`src/rtl/result_arbiter.sv`:
```
// result_arbiter: round-robin arbiter that lets NUM_ENG calculating engines
// share one result bus and turns each granted result word into a frame-RAM
// write. It also keeps a running pixel count with frame-wrap detection and
// raises a sticky flag when a coordinate falls outside the frame.
//
// state | meaning
// IDLE  | no transaction in flight, waiting for any eng_req
// GRANT | one eng_ack bit high; eng_word captured at the closing edge
// WRITE | wr_en high (unless out of range); next winner may be granted
module result_arbiter #(
  parameter int NUM_ENG = 12,
  parameter int H_RES   = 640,
  parameter int V_RES   = 480
) (
  input  logic               clk_iCLK,
  input  logic               iRST_N,
  input  logic [NUM_ENG-1:0] eng_req,
  input  logic [26:0]        eng_word,
  input  logic               frame_clr,
  output logic [NUM_ENG-1:0] eng_ack,
  output logic               wr_en,
  output logic [18:0]        wr_addr,
  output logic [7:0]         wr_data,
  output logic [18:0]        pix_count,
  output logic               frame_done,
  output logic               err_oob
);

  typedef enum logic [1:0] {IDLE, GRANT, WRITE} state_t;

  localparam int                 IW         = (NUM_ENG > 1) ? $clog2(NUM_ENG) : 1;
  localparam logic [NUM_ENG-1:0] ONE        = NUM_ENG'(1);
  localparam logic [IW-1:0]      LAST_RST   = IW'(NUM_ENG - 1);
  localparam logic [18:0]        FRAME_LAST = 19'(H_RES * V_RES - 1);

  state_t             state;
  logic [IW-1:0]      last_q;
  logic [IW-1:0]      win_idx;
  logic               win_vld;
  logic [NUM_ENG-1:0] req_m;
  logic [9:0]         wx;
  logic [8:0]         wy;
  logic [18:0]        addr_calc;
  logic               oob;

  assign wx = eng_word[26:17];
  assign wy = eng_word[16:8];

  // y*640 built from shifts, kept at the full 19-bit width
  assign addr_calc = {9'd0, wx} + ({10'd0, wy} << 9) + ({10'd0, wy} << 7);
  assign oob       = ({22'd0, wx} >= 32'(H_RES)) || ({23'd0, wy} >= 32'(V_RES));

  // The engine just served is masked while its write is on the bus, so a
  // lingering request cannot win twice in a row.
  assign req_m = (state == WRITE) ? (eng_req & ~(ONE << last_q)) : eng_req;

  // Round-robin search starting one past the last-served engine, wrapping.
  always_comb begin
    int idx;
    win_vld = 1'b0;
    win_idx = '0;
    idx     = 0;
    for (int i = 1; i <= NUM_ENG; i++) begin
      idx = (int'(last_q) + i) % NUM_ENG;
      if (!win_vld && req_m[idx]) begin
        win_vld = 1'b1;
        win_idx = idx[IW-1:0];
      end
    end
  end

  // Arbitration FSM, write strobe, pixel counter and error flag.
  always_ff @(posedge clk_iCLK or negedge iRST_N) begin
    if (!iRST_N) begin
      state      <= IDLE;
      last_q     <= LAST_RST;
      eng_ack    <= '0;
      wr_en      <= 1'b0;
      wr_addr    <= '0;
      wr_data    <= '0;
      pix_count  <= '0;
      frame_done <= 1'b0;
      err_oob    <= 1'b0;
    end else begin
      eng_ack    <= '0;
      wr_en      <= 1'b0;
      frame_done <= 1'b0;

      case (state)
        IDLE, WRITE: begin
          if (win_vld) begin
            eng_ack <= ONE << win_idx;
            last_q  <= win_idx;
            state   <= GRANT;
          end else begin
            state <= IDLE;
          end
        end
        GRANT: begin
          wr_addr <= addr_calc;
          wr_data <= eng_word[7:0];
          if (oob) err_oob <= 1'b1;
          else     wr_en   <= 1'b1;
          state <= WRITE;
        end
        default: state <= IDLE;
      endcase

      // A clear wins over a coincident write: the write still happens on the
      // bus but is not counted and cannot produce frame_done.
      if (frame_clr) begin
        pix_count <= '0;
        err_oob   <= 1'b0;
      end else if (wr_en) begin
        if (pix_count == FRAME_LAST) begin
          pix_count  <= '0;
          frame_done <= 1'b1;
        end else begin
          pix_count <= pix_count + 19'd1;
        end
      end
    end
  end

endmodule

```
`config.mk`:
```
export PLATFORM = sky130hd
export DESIGN_NAME = result_arbiter
export DESIGN_NICKNAME = d
export VERILOG_FILES = /design/src/rtl/result_arbiter.sv
export SDC_FILE = /design/constraint.sdc
export NUM_CORES = 1
export LEC_CHECK = 0
export CAP_MARGIN = 30
export CORE_MARGIN = 4
export CORE_UTILIZATION = 59
export CTS_CLUSTER_DIAMETER = 150
export DETAILED_ROUTE_END_ITERATION = 8
export GPL_TIMING_DRIVEN = 0
export PLACE_DENSITY = 0.84
export SLEW_MARGIN = 20
export SYNTH_ARGS = -nofsm -noshare
export SYNTH_HDL_FRONTEND = slang
export SYNTH_SLANG_ARGS = --single-unit
export TNS_END_PERCENT = 20
```
`constraint.sdc`:
```
create_clock -name clk_iCLK -period 8.2 [get_ports clk_iCLK]
set_input_delay 1.23 -clock clk_iCLK [delete_from_list [all_inputs] [get_ports clk_iCLK]]
set_output_delay 1.23 -clock clk_iCLK [all_outputs]
set_load 0.1 [all_outputs]
```
==> metrics <==
Die ar.=roughly 0.013 mm^2; Routed WL per cell=~19 um; highest metal used=met4; Core Area=about 0.010 mm^2; Fin. Hold Viols=0; EDFF count, synth=0; # resized after CTS=0; flop-to-flop setup slack=between 2 and 2.5 ns; DRC errors left=0; All-Layer GR Usage=between 30% and 40%; initial core utilization=between 60% and 70%; critical path peak fanout=13; CTS buffer count=9; clk root buf=clkbuf_8; PortBufs=101; Routed met2 length=between 9 and 10 mm; Tightest Pin Transition=1.02 ns; startpoint types=flip-flop; Routed WL=~19 mm; CTS H-Tree Depth=3; utilization after layout=about three quarters; first-pass GRT wire length=31.3 mm; relative slew slack=a little under a third; critical path's top delay family=simple AND/OR/NAND/NOR gates; # nets final=approximately 960; GPL Wtd Cong=roughly 0.97; hold path endpoint=wr_addr[18]$_DFFE_PN0P_; latest clock arrival within the worst-skew pair=~0.34 ns; f_max=between 150 and 200 MHz; main flop type after synthesis=dfrtp_1; hold buffer count at cts=0; count of state elements after synthesis=between 60 and 70; outcome=completed; met3 wire length=1.90 mm; Area Overhead vs Synth=22.0%; cells after synthesis=~750; first-pass iteration count of the detailed router=6; Worst Hold Class=flip-flop to flip-flop; critical path, cell by cell=inv_1, clkbuf_1, ha_1, xor2_1, inv_1, ha_1, a21o_1, ha_1, or4bb_1, o221ai_1, nor3_1, nor3_1, nand2_1, nor3_4, nand4_1, and2_1, a2111oi_4, and3_1; reg2reg start=last_q[1]$_DFFE_PN1P_; ys async rst share=100%; Req. time, crit path=around 8.5 ns; net count after synthesis=850; CTS Buffer Depth=2; Worst Skew=~0.013 ns; CTS sink cnt=67; Reg clk slew, reported paths=0.07 ns; Core Rows=37; dominant cells by area after synthesis=dfrtp_1 25%, ha_1 11%, nand2_1 5.8%, mux4_2 5.6%, nor2_1 3.5%; Worst path most repeated cell=ha_1; synthesized-area fraction occupied by adder cells=11.2%; commonest cells after routing, fill and taps aside=100 x clkdlybuf4s50_1, 99 x nand2_1, 64 x dfrtp_1, 60 x nor2_1, 54 x ha_1; leading cell type in the layout, fill and taps excluded=clkdlybuf4s50_1; Synth area leader=dfrtp_1; Synth Area in Simple Gates=about a quarter; HP Start=wr_addr[18]$_DFFE_PN0P_; mapped cell area=0.00640 mm^2; final setup fails=0; Crit Path Category=flip-flop to flip-flop; share of layout cells above drive strength 1=about 9%; IO Pins=between 100 and 150; maxcap violations=0; WP buf/inv=3; Initial DRC Count=between 800 and 900; worst hold stages=2; HPWL after DPL=15.0 mm; critical path's largest stage delay=slightly below 0.7 ns; Syn Area/Cell=about 8.5 um^2; M1 WL=7.68 mm; xor/xnor cell area share of the yosys netlist=under 10%; DR vias=~6400; Compound-Gate Fraction of Synth Area=20.6%; largest net degree at the start of global routing=39; sequential-to-total area share from yosys stat=approximately a quarter; post-route minimum period=between 5 and 6 ns; Warnings, synthesis=0; CP Capture Type=flip-flop; Routed Antenna Nets=0; CTS tree=built; Final Max Slew Viols=0; worst-case reg-to-reg path depth=18; initial antenna violation count=0; top cell type's share of synthesized area=25.0%; RSZ-0062 raised after global routing=false; number of global-route vias before repair=between 6000 and 7000; setup bufs post-CTS=0; Final Cycle Share=a little under three quarters; Worst EP arrival=around 6.1 ns; worst r2r dst=eng_ack[2]$_DFF_PN0_; setup TNS=0 ns; synth unique cells=approximately 90; multiplexer share of the synthesized area=under 10%; Overflow after GRT=0; Die H=~110 um; diode count=0; largest family of logic cells by synthesized area=simple AND/OR/NAND/NOR gates; Horiz. Die Dim=about 110 um; Via-to-Cell Ratio=roughly 6.4; Critical-path top delay cell=dfstp_2
[tightest hold or removal path, delay by kind of cell, from the launching register on]
| family | cells | cell delay (ns) |
|---|---|---|
| DFF | 1 | 0.34 |
| AOI/OAI and AO/OA | 1 | 0.06 |
| and+or+nand+nor | 1 | 0.05 |
[final cells by class]
cell class,instances,area (um^2)
buffer,25,136
clock buffer,11,131
clock inverter,5,77.6
fill,783,2650
inverter,37,139
multi-input combinational,623,4450
sequential,67,1680
tap,136,170
timing repair buffer,102,1030
[registers in the layout, indices dropped and copies added (netlist names)]
name,cells
last_q,4
state,2
err_oob,1
wr_data,8
eng_ack,12
wr_addr,19
wr_en,1
pix_count,19
frame_done,1
[per-layer routing]
metal  up-vias  track usage [%]
met4         0             6.81
met3        42             7.98
met1      3065             39.3
met2       329             50.5
met5         -                0
li1       2977                -
[metrics by stage]
step                      instance area [um^2]  worst slack (ns)  hold slack (ns)  std cells
final                                     7810              2.37            0.482       1006
after global placement                    7590              2.73            0.457        989
after global routing                      7810              2.05            0.517       1006
after floorplan                           6400              3.60            0.661        752
after CTS                                 7810              2.50            0.485       1006
after detailed placement                  7600              2.54            0.468        990
[cell families after synthesis]
family          after synthesis
buf+inv                      62
xor+xnor                     32
fa+ha+maj                    56
mux                          25
compound gates              195
simple gates                315
flops                        67
[how the worst max path moves through the flow]
stage,from,to,slack [ns],depth (start not counted)
finish,last_q[1]$_DFFE_PN1P_,eng_ack[2]$_DFF_PN0_,2.37,18
global route,last_q[1]$_DFFE_PN1P_,eng_ack[2]$_DFF_PN0_,2.05,18
CTS,last_q[1]$_DFFE_PN1P_,eng_ack[2]$_DFF_PN0_,2.50,18
detailed placement,last_q[1]$_DFFE_PN1P_,eng_ack[2]$_DFF_PN0_,2.54,18
global placement,last_q[1]$_DFFE_PN1P_,eng_ack[6]$_DFF_PN0_,2.73,18
floorplan,last_q[1]$_DFFE_PN1P_,eng_ack[0]$_DFF_PN0_,3.60,18
[cell usage after synthesis, drive strengths merged, types with 13 or more instances]
cell type	count
nor2b	14
clkbuf	13
nand2	99
ha	54
mux4	16
xnor2	20
inv	36
a21oi	46
nand4	13
nand3	18
nor3	27
dfrtp	64
nor2	61
o21ai	50
Power is left out: the tool's default activity adds up to more than one toggle a clock period on the data nets, which glitch-free logic cannot reach.
